File: config.mk
export PLATFORM = sky130hd
export DESIGN_NAME = card_shoe_flat
export DESIGN_NICKNAME = d
export VERILOG_FILES = /design/src/rtl/card_shoe_if.sv /design/src/rtl/card_shoe.sv /design/src/flat_wrapper.sv
export SDC_FILE = /design/constraint.sdc
export NUM_CORES = 1
export LEC_CHECK = 0
export BUFFER_PORTS_ARGS = -buffer_cell sky130_fd_sc_hd__buf_2
export CAP_MARGIN = 0
export CORE_MARGIN = 1
export CORE_UTILIZATION = 50
export DETAILED_ROUTE_END_ITERATION = 12
export PLACE_DENSITY = 0.69
export SLEW_MARGIN = 20
export SYNTH_ARGS = -nofsm -noshare
export SYNTH_HDL_FRONTEND = slang
export SYNTH_SLANG_ARGS = --single-unit
File: constraint.sdc
create_clock -name clock -period 3.1 [get_ports clock]
set_clock_uncertainty 0.15 [all_clocks]
set_input_delay 0.775 -clock clock [delete_from_list [all_inputs] [get_ports clock]]
set_output_delay 0.775 -clock clock [all_outputs]
set_load 0.01 [all_outputs]
File: src/rtl/card_shoe_if.sv
// Bundles the request/refill controls and the dealt-card outputs of card_shoe.
// The master drives req/reshuffle; the slave (the shoe) drives everything else.
interface card_shoe_if;
    logic       req;
    logic       reshuffle;
    logic [3:0] card;
    logic       card_valid;
    logic       busy;
    logic       empty;
    logic [8:0] remaining;
    logic       dbg_state;

    modport master (
        output req, reshuffle,
        input  card, card_valid, busy, empty, remaining, dbg_state
    );

    modport slave (
        input  req, reshuffle,
        output card, card_valid, busy, empty, remaining, dbg_state
    );
endinterface

File: src/rtl/card_shoe.sv
// NDECKS-deck card shoe: per-rank remaining counts, one card dealt per accepted request.
// The dealt rank is the first non-empty rank at or after a free-running 1..13 counter.
module card_shoe #(
    parameter int NDECKS = 1
) (
    input  logic        clock,
    input  logic        resetb,
    card_shoe_if.slave  bus
);
    localparam logic [5:0] RANK_INIT = 6'(4 * NDECKS);
    localparam logic [8:0] SHOE_INIT = 9'(52 * NDECKS);

    typedef enum logic {IDLE = 1'b0, SEARCH = 1'b1} state_e;

    state_e     state_q, state_d;
    logic [3:0] rng_q, rng_d;
    logic [3:0] ptr_q, ptr_d;
    logic [3:0] card_q, card_d;
    logic       valid_q, valid_d;
    logic [5:0] rem_q [1:13];
    logic [5:0] rem_d [1:13];
    logic [8:0] remaining_q, remaining_d;

    always_ff @(posedge clock or negedge resetb) begin
        if (!resetb) begin
            state_q     <= IDLE;
            rng_q       <= 4'd1;
            ptr_q       <= 4'd1;
            card_q      <= 4'd0;
            valid_q     <= 1'b0;
            remaining_q <= SHOE_INIT;
            for (int i = 1; i <= 13; i++) rem_q[i] <= RANK_INIT;
        end else begin
            state_q     <= state_d;
            rng_q       <= rng_d;
            ptr_q       <= ptr_d;
            card_q      <= card_d;
            valid_q     <= valid_d;
            remaining_q <= remaining_d;
            rem_q       <= rem_d;
        end
    end

    // Handshake: req is taken only in IDLE with a non-empty shoe; the result is
    // returned as a single-cycle card_valid pulse, and req seen while busy is dropped.
    always_comb begin
        state_d     = state_q;
        rng_d       = (rng_q == 4'd13) ? 4'd1 : rng_q + 4'd1;
        ptr_d       = ptr_q;
        card_d      = card_q;
        valid_d     = 1'b0;
        remaining_d = remaining_q;
        rem_d       = rem_q;

        if (bus.reshuffle) begin
            state_d     = IDLE;
            card_d      = 4'd0;
            remaining_d = SHOE_INIT;
            for (int i = 1; i <= 13; i++) rem_d[i] = RANK_INIT;
        end else begin
            case (state_q)
                IDLE: begin
                    if (bus.req && (remaining_q != 9'd0)) begin
                        ptr_d   = rng_q;
                        state_d = SEARCH;
                    end
                end
                SEARCH: begin
                    if (rem_q[ptr_q] != 6'd0) begin
                        card_d       = ptr_q;
                        rem_d[ptr_q] = rem_q[ptr_q] - 6'd1;
                        remaining_d  = remaining_q - 9'd1;
                        valid_d      = 1'b1;
                        state_d      = IDLE;
                    end else begin
                        // Entry requires a non-empty shoe, so this walk always ends on a hit.
                        ptr_d = (ptr_q == 4'd13) ? 4'd1 : ptr_q + 4'd1;
                    end
                end
                default: state_d = IDLE;
            endcase
        end
    end

    assign bus.card       = card_q;
    assign bus.card_valid = valid_q;
    assign bus.busy       = (state_q == SEARCH);
    assign bus.empty      = (remaining_q == 9'd0);
    assign bus.remaining  = remaining_q;
    assign bus.dbg_state  = state_q;
endmodule

File: src/flat_wrapper.sv
// flat-port wrapper written by rule: the top's interface ports become plain ports
module card_shoe_flat 
#(
    parameter int NDECKS = 1
)
  (clock, resetb, bus_req, bus_reshuffle, bus_card, bus_card_valid, bus_busy, bus_empty, bus_remaining, bus_dbg_state);
  card_shoe_if bus_i ();
  input  logic clock;
  input  logic resetb;
  input wire logic [$bits(bus_i.req)-1:0] bus_req;
  input wire logic [$bits(bus_i.reshuffle)-1:0] bus_reshuffle;
  output wire logic [$bits(bus_i.card)-1:0] bus_card;
  output wire logic [$bits(bus_i.card_valid)-1:0] bus_card_valid;
  output wire logic [$bits(bus_i.busy)-1:0] bus_busy;
  output wire logic [$bits(bus_i.empty)-1:0] bus_empty;
  output wire logic [$bits(bus_i.remaining)-1:0] bus_remaining;
  output wire logic [$bits(bus_i.dbg_state)-1:0] bus_dbg_state;
  assign bus_i.req = bus_req;
  assign bus_i.reshuffle = bus_reshuffle;
  assign bus_card = bus_i.card;
  assign bus_card_valid = bus_i.card_valid;
  assign bus_busy = bus_i.busy;
  assign bus_empty = bus_i.empty;
  assign bus_remaining = bus_i.remaining;
  assign bus_dbg_state = bus_i.dbg_state;
  card_shoe #(.NDECKS(NDECKS)) u_core (.clock(clock), .resetb(resetb), .bus(bus_i));
endmodule
==> results by group, run 1 <==
Critical path
  – Critical path buffer and inverter count: 4
  – CP top delay family: compound AO/OA/AOI/OAI gates
  – Top cell by count, worst path: buf_4
  – CP required: 3.22 ns
  – CP Launch Type: flop
  – RR Startpoint: u_core.ptr_q[0]$_DFFE_PN1P_
  – Critical Path AT: 3.59 ns
  – Crit-path max cell delay: 0.63 ns
  – CP Cell Sequence: buf_4, mux4_2, o21a_1, buf_4, a2111oi_4, nand4bb_2, buf_4, o41ai_4, buf_4, a21boi_0, o21ai_0
  – WS Path Type: flop to flop
  – Crit end category: flop
  – Crit Path Max Fanout: 6
  – Slowest library cell on the worst path: dfstp_2
  – CP startpoint: u_core.ptr_q[0]$_DFFE_PN1P_

STA
  – Worst-Margin Slew: 0.914 ns
  – Worst slew margin: 0.386
  – Setup TNS: -18.21 ns
  – Final Hold Fails: 0
  – Final Cycle Share: 1.12
  – Min Tclk post-route: between 3 and 4 ns
  – Slew Viols, Final: 0
  – Highest Clock Rate: 288 MHz
  – Final Setup Violations: 96
  – Setup ws final: -0.373 ns
  – Unrepaired setup endpoints after global routing: true

Layout
  – Most frequent cells in the layout: 82 x dfrtp_1, 57 x buf_4, 41 x nand3b_1
  – Commonest non-fill, non-tap cell in the layout: dfrtp_1
  – Register area: between 2000 and 3000 um^2
  – Nets@finish: 605
  – Fin util: 0.662
  – Fill count: 782
  – Layout cells sized above 1: 0.386
  – Area Overhead vs Synth: 27.8%
  – # diodes: 0
  – Area of the multi-input gates: 2930 um^2

Die
  – # rows: 37
  – Die X: 106 um
  – Initial Util: 0.518
  – IO Pins: 21
  – Chip Height: around 110 um
  – CORE AREA: between 10000 and 15000 um^2
  – Die area: 11200 um^2

Clock tree
  – Worst-path clk slew: 0.11 ns
  – CTS tree: built
  – CTS Hold Bufs: 0
  – Max Buffers Root-to-Sink: 2
  – Num CTS Buffers: 9
  – Clock Sinks: 101
  – Htree depth: 3
  – Clk_lat worst skew: ~0.4 ns
  – Clk Tree Root Cell: clkbuf_8

Synth
  – Post-Synthesis Cells: about 520
  – Post-synthesis async set-or-reset flop share: 1.00
  – Synth Register Bits: a little over 100
  – Post-Syn Area: 5380 um^2
  – Yosys warnings: 0
  – Sequential element share of the synthesized area: 0.474
  – Synth Flop Type: dfrtp_1
  – Mapped Nets: 522
  – Yosys cell types: 64
  – Post-synth EDFFs: 0
  – Avg Synthesized Cell Area: roughly 10 um^2

Min path
  – Hold WC Path Type: primary input to async pin

GRT
  – Vias in the first global route: between 4000 and 5000
  – Initial antenna violation count: 0
  – Pin count of the biggest net entering global routing: 112
  – First-pass GRT wire length: 23.3 mm
  – Global route overflow: 0
  – Total GRT Usage: 0.273

Outcome
  – Status: finished with violations
  – Failing checks: setup timing

Routing
  – Post-Route WL: 14.5 mm
  – Routed Antenna Nets: 0
  – Vias per cell: 6.02
  – DR iter-0 viols: 312
  – WL per Instance: 19.6 um
  – Via count: 4456
  – DRC Markers: 0
  – First-pass iteration count of the detailed router: 5

Placed design
  – GPL Wtd Cong: 0.900
  – Detailed placement HPWL: 9.50 mm
  – PortBufs: 20

Flow run
  – Max Cap Viol: 0

Power
  – Lkg Pwr: 2.93 nW
  – Pwr/cell area: 846 nW/um^2
  – VDD IR max: ~0.42 mV
worst paths after layout:
check	endpoint	slack [ns]	depth (start not counted)
worst max-delay path	u_core.ptr_q[2]$_DFFE_PN0P_	-0.37	11
worst min-delay path	u_core.rem_q[16]$_DFFE_PN0P_	0.21	1
worst max register to register	u_core.ptr_q[2]$_DFFE_PN0P_	-0.37	11
worst min register to register	u_core.rem_q[11]$_DFFE_PN0P_	0.37	2
max in group asynchronous	u_core.rem_q[32]$_DFFE_PN1P_	1.80	2
min in group clock	u_core.rem_q[11]$_DFFE_PN0P_	0.37	2
report_power, final:
part / internal [W] / switching, W / leakage [nW]
clock: 0.000473 / 0.000453 / 0.113
sequential: 0.00147 / 0.000149 / 1.33
combinational: 0.00148 / 0.00179 / 1.49
total: 0.00342 / 0.00239 / 2.93
state kept, by name, summed over array words and instances (netlist names):
signal and flops:
u_core.bus.remaining 9, u_core.ptr_q 4, u_core.rng_q 4, u_core.rem_q 78
u_core.bus.busy 1, u_core.bus.card_valid 1, u_core.bus.card 4
logic make-up (layout without fill, tap and decap cells):
family	after synthesis	in the layout	share of synthesized area
adders and majority gates	2	2	0.00465
muxes	47	47	0.0996
xor gates and xnor gates	7	7	0.0149
and+or+nand+nor	150	150	0.159
buffers and inverters	49	137	0.0449
AOI/OAI and AO/OA	160	160	0.203
DFF	101	101	0.474
per-stage QoR:
| step | cell area, um^2 | std cells | total power [W] | hold slack (ns) | setup slack, ns |
|---|---|---|---|---|---|
| floorplan | 5460 | 516 | 0.00324 | 0.317 | -0.157 |
| global placement | 6050 | 701 | 0.00396 | 0.345 | -0.307 |
| detailed placement | 6050 | 701 | 0.00400 | 0.348 | -0.334 |
| CTS | 6660 | 734 | 0.00559 | 0.212 | -0.272 |
| global route | 6870 | 740 | 0.00607 | 0.241 | -0.521 |
| finish | 6870 | 740 | 0.00581 | 0.210 | -0.373 |
cells in the mapped netlist, drive strengths merged, types with 2 or more instances:
library cell | instances | area share
nand3 | 4 | 0.0037
a211oi | 15 | 0.022
xnor2 | 4 | 0.010
buf | 21 | 0.025
dfstp | 18 | 0.088
mux4 | 4 | 0.018
a21oi | 23 | 0.021
nor3 | 7 | 0.0065
o21ai | 74 | 0.086
nor2b | 5 | 0.0058
dfrtp | 83 | 0.39
a221oi | 2 | 0.0033
or3 | 7 | 0.0091
nor4 | 4 | 0.0047
mux2 | 6 | 0.013
xor2 | 3 | 0.0049
mux2i | 37 | 0.069
or2 | 3 | 0.0035
or3b | 3 | 0.0049
nor2 | 35 | 0.024
a2111oi | 3 | 0.0061
nand4 | 2 | 0.0023
clkbuf | 18 | 0.013
nand2b | 2 | 0.0023
nand2 | 29 | 0.020
o31ai | 14 | 0.020
ha | 2 | 0.0047
o31a | 2 | 0.0033
o211ai | 3 | 0.0042
or4b | 2 | 0.0037
o22ai | 8 | 0.0093
nand3b | 41 | 0.057
o21a | 3 | 0.0042
inv | 10 | 0.0070
o21bai | 3 | 0.0049
worst register-to-register path: cells and delay by family, from the launching register on:
family                 cells  cell delay [ns]
AO/OA/AOI/OAI              5             1.19
buffers and inverters      4             0.70
flip-flops                 1             0.63
multiplexers               1             0.49
AND/OR/NAND/NOR            1             0.20
final cells by class:
type                       instances  share of cell area
clock buffer                      11              0.0206
clock inverter                     5              0.0109
inverter                          10             0.00547
multi-input combinational        366               0.426
sequential                       101               0.371
tap                              136              0.0248
timing repair buffer             111               0.140
repair_timing:
action                                  in CTS  in global routing
pin swaps                                   10                 18
endpoints found under the setup margin      97                 97
resized for setup                           72                 52
buffers inserted                            17                  7
endpoints found under the hold margin        0                  0
per-layer routing:
metal | share of wire | track usage | up-vias
li1 | - | - | 2063
met1 | 0.46 | 0.384 | 2237
met2 | 0.47 | 0.418 | 119
met3 | 0.047 | 0.0594 | 37
met4 | 0.023 | 0.0923 | 0
met5 | 0 | 0 | -
(Power assumes the default switching activity.)
==> inputs of run 2 (changes only) <==
ABC_AREA = 1   (was not set)
==> run 2 against run 1 <==
Compared with the run above: non-clock buffer count shrank 65; global-route usage increased by 3.7 points; the run now ends clean; critical path type unchanged; flip-flop and latch count stayed put; via count increased by 21%; critical path depth fell by 1; power is 6.2% higher; synthesized cell count increased by 56%.
==> results by group, run 2 <==
STA
  – Highest Clock Rate: 336 MHz (+17%)
  – Final Hold Fails: 0 (unchanged)
  – Final Cycle Share: 0.959 (-0.161)
  – Unrepaired setup endpoints after global routing: false
  – Worst slew margin: 0.547 (+0.161)
  – Setup ws final: 0.127 ns (+0.500 ns)
  – Final Setup Violations: 0 (-100%)
  – Worst-Margin Slew: 0.677 ns (-0.237 ns)
  – Slew Viols, Final: 0 (unchanged)
  – Min Tclk post-route: 2.97 ns (-0.500 ns)
  – Setup TNS: 0 ns (+18.21 ns)

Synth
  – Yosys warnings: 0 (unchanged)
  – Post-Synthesis Cells: 804 (+56%)
  – Post-synth EDFFs: 0 (unchanged)
  – Share of the synthesized area in the top cell type: 0.360 (-0.0266)
  – Largest cells by area after synthesis: dfrtp_1 36%, nand2_1 24%, nand3_1 11%
  – Post-Syn Area: 5770 um^2 (+7.4%)
  – Count leader, synth: nand2_1
  – Synth cell count leaders: 373 x nand2_1, 122 x nand3_1, 83 x dfrtp_1
  – Mapped Nets: 810 (+55%)
  – Post-synthesis async set-or-reset flop share: 1.00 (unchanged)
  – Sequential element share of the synthesized area: 0.442 (-0.0326)
  – Avg Synthesized Cell Area: 7.18 um^2 (-31%)
  – Synth Register Bits: 101 (unchanged)
  – Synth Flop Type: dfrtp_1
  – Synth area leader: dfrtp_1
  – Yosys cell types: 33 (-48%)

Power
  – Pwr/cell area: 970 nW/um^2 (+15%)
  – Clk pwr share: 0.177 (+0.018)
  – Switching share of power: 0.490 (+0.0793)
  – Seq pwr share: 0.308 (+0.029)
  – VDD IR max: 0.626 mV (+50%)
  – P_sw: 0.00303 W (+27%)
  – Logic pwr share: 0.515 (-0.047)
  – Pint: 0.00314 W (-8.1%)
  – Lkg Pwr: 3.47 nW (+18%)

Routing
  – Via count: 5390 (+21%)
  – Post-Route WL: 16.8 mm (+16%)
  – First-pass iteration count of the detailed router: 5 (unchanged)
  – WL per Instance: 17.3 um (-12%)
  – DR iter-0 viols: 387 (+24%)
  – DRC Markers: 0 (unchanged)
  – Vias per cell: 5.55 (-7.9%)
  – Routed Antenna Nets: 0 (unchanged)

Placed design
  – Dpl cells: 956 (+36%)
  – PortBufs: 20 (unchanged)
  – Placed cell areas: 6050 um^2 (about the same)
  – GPL Wtd Cong: 0.961 (+6.8%)
  – Post-Place Worst Slack: 0.212 ns (+0.546 ns)
  – Detailed placement HPWL: 12.0 mm (+26%)

Die
  – IO Pins: 21 (unchanged)
  – # rows: 38 (+2.7%)
  – Initial Util: 0.523 (+0.00491)
  – Chip Height: 109 um (+3.6%)
  – CORE AREA: 11000 um^2 (+6.4%)
  – Die X: 109 um (+3.6%)
  – Die area: 12000 um^2 (+7.2%)

Clock tree
  – Clk Tree Root Cell: clkbuf_16
  – Clk_lat worst skew: 0.36 ns (-0.03 ns)
  – Max Buffers Root-to-Sink: 2 (unchanged)
  – Num CTS Buffers: 9 (unchanged)
  – Htree depth: 3 (unchanged)
  – Worst-path clk slew: 0.08 ns (-0.03 ns)
  – Clock Sinks: 101 (unchanged)
  – CTS tree: built

Outcome
  – Status: completed

Critical path
  – CP required: 3.21 ns (about the same)
  – Critical Path AT: 3.08 ns (-0.51 ns)
  – Crit end category: flop
  – Crit Path Max Fanout: 7 (+1)
  – WS Path Type: flop to flop
  – CP Launch Type: flop

Layout
  – Final non-filler cell total: 972 (+31%)
  – Most frequent cells in the layout: 372 x nand2_1, 122 x nand3_1, 83 x dfrtp_1
  – Commonest non-fill, non-tap cell in the layout: nand2_1
  – Nets@finish: 834 (+38%)
  – Design area: 6360 um^2 (-7.4%)
  – Layout cells sized above 1: 0.145 (-0.240)
  – Register with the most flip-flops: u_core.rem_q
  – Max reg flops: 78 (unchanged)
  – # diodes: 0 (unchanged)
  – Area Overhead vs Synth: 10.2%

GRT
  – Vias in the first global route: 5129 (+19%)
  – Global route overflow: 0 (unchanged)
  – Pin count of the biggest net entering global routing: 75 (-33%)
  – Initial antenna violation count: 0 (unchanged)
  – First-pass GRT wire length: 27.3 mm (+17%)
  – Total GRT Usage: 0.310 (+0.0367)

Min path
  – Hold WC Path Type: primary input to async pin

Flow run
  – Max Cap Viol: 0 (unchanged)
-- run 2: changes by cell type in the layout (fill, tap and decap cells not counted), moves of 14 or more --
cell	delta
nand3_1	+118
mux2i_1	-37
nand4_1	+14
nand2_1	+347
o21ai_1	-24
buf_6	-28
nand3b_1	-41
inv_1	+24
buf_4	-34
-- run 2: worst paths after layout --
check / from / endpoint / slack (ns) / depth (start not counted)
max: u_core.ptr_q[1]$_DFFE_PN0P_ / u_core.rem_q[13]$_DFFE_PN0P_ / 0.13 / 10
min: resetb / u_core.rem_q[77]$_DFFE_PN0P_ / 0.25 / 1
max reg2reg: u_core.ptr_q[1]$_DFFE_PN0P_ / u_core.rem_q[13]$_DFFE_PN0P_ / 0.13 / 10
min reg2reg: u_core.rng_q[1]$_DFF_PN0_ / u_core.rng_q[0]$_DFF_PN1_ / 0.32 / 1
max in group asynchronous: resetb / u_core.rem_q[50]$_DFFE_PN1P_ / 1.79 / 2
min in group clock: u_core.rng_q[1]$_DFF_PN0_ / u_core.rng_q[0]$_DFF_PN1_ / 0.32 / 1
-- run 2: final cells by class --
type                            count  area [um^2]
Fill cell                        1053         4670
Multi-Input combinational cell    630         2860
Sequential cell                   101         2550
Timing Repair Buffer               46          339
Clock buffer                        9          225
Tap cell                          140          175
Inverter                           40          155
Clock inverter                      6         56.3
-- run 2: logic make-up after synthesis --
kind of cell,count (synthesis),synth area share
simple gates,589,0.449
flops,101,0.442
buf+inv,73,0.0633
compound gates,31,0.0293
xor+xnor,8,0.0121
fa+ha+maj,2,0.00433
-- run 2: power by group through the flow --
stage,combinational [W],clock (W),sequential [W]
detailed placement,0.00309,0,0.00191
global placement,0.00306,0,0.00191
floorplan,0.00210,0,0.00186
CTS,0.00309,0.00112,0.00189
finish,0.00318,0.00109,0.00190
global route,0.00346,0.00117,0.00193
-- run 2: what timing repair did --
item                                    4_1_cts  5_1_grt
gates resized for setup                       0        2
endpoints found under the setup margin        0       22
hold buffers                                  0        0
buffers inserted                              0        1
-- run 2: through the flow --
stage                util  power, W  hold slack (ns)
floorplan               -   0.00396            0.275
global placement    0.549   0.00496            0.295
detailed placement  0.549   0.00500            0.308
CTS                 0.574   0.00610            0.262
global route        0.577   0.00656            0.284
finish              0.577   0.00617            0.245
-- run 2: routing by layer --
| metal | vias to the layer above | part of all wire | track usage |
|---|---|---|---|
| li1 | 2613 | - | - |
| met1 | 2552 | 0.46 | 0.434 |
| met2 | 198 | 0.45 | 0.479 |
| met3 | 27 | 0.069 | 0.0622 |
| met4 | 0 | 0.024 | 0.104 |
| met5 | - | 0 | 0 |
-- run 2: worst max-delay path: stages (launching register included) --
cell	delay (ns)
dfrtp_1	0.46
nor2_1	0.55
nand3_1	0.21
nand2_1	0.12
inv_1	0.05
nand2_1	0.10
nor2_4	0.05
ha_1	0.31
nor2_1	0.30
inv_1	0.29
o21ai_0	0.27
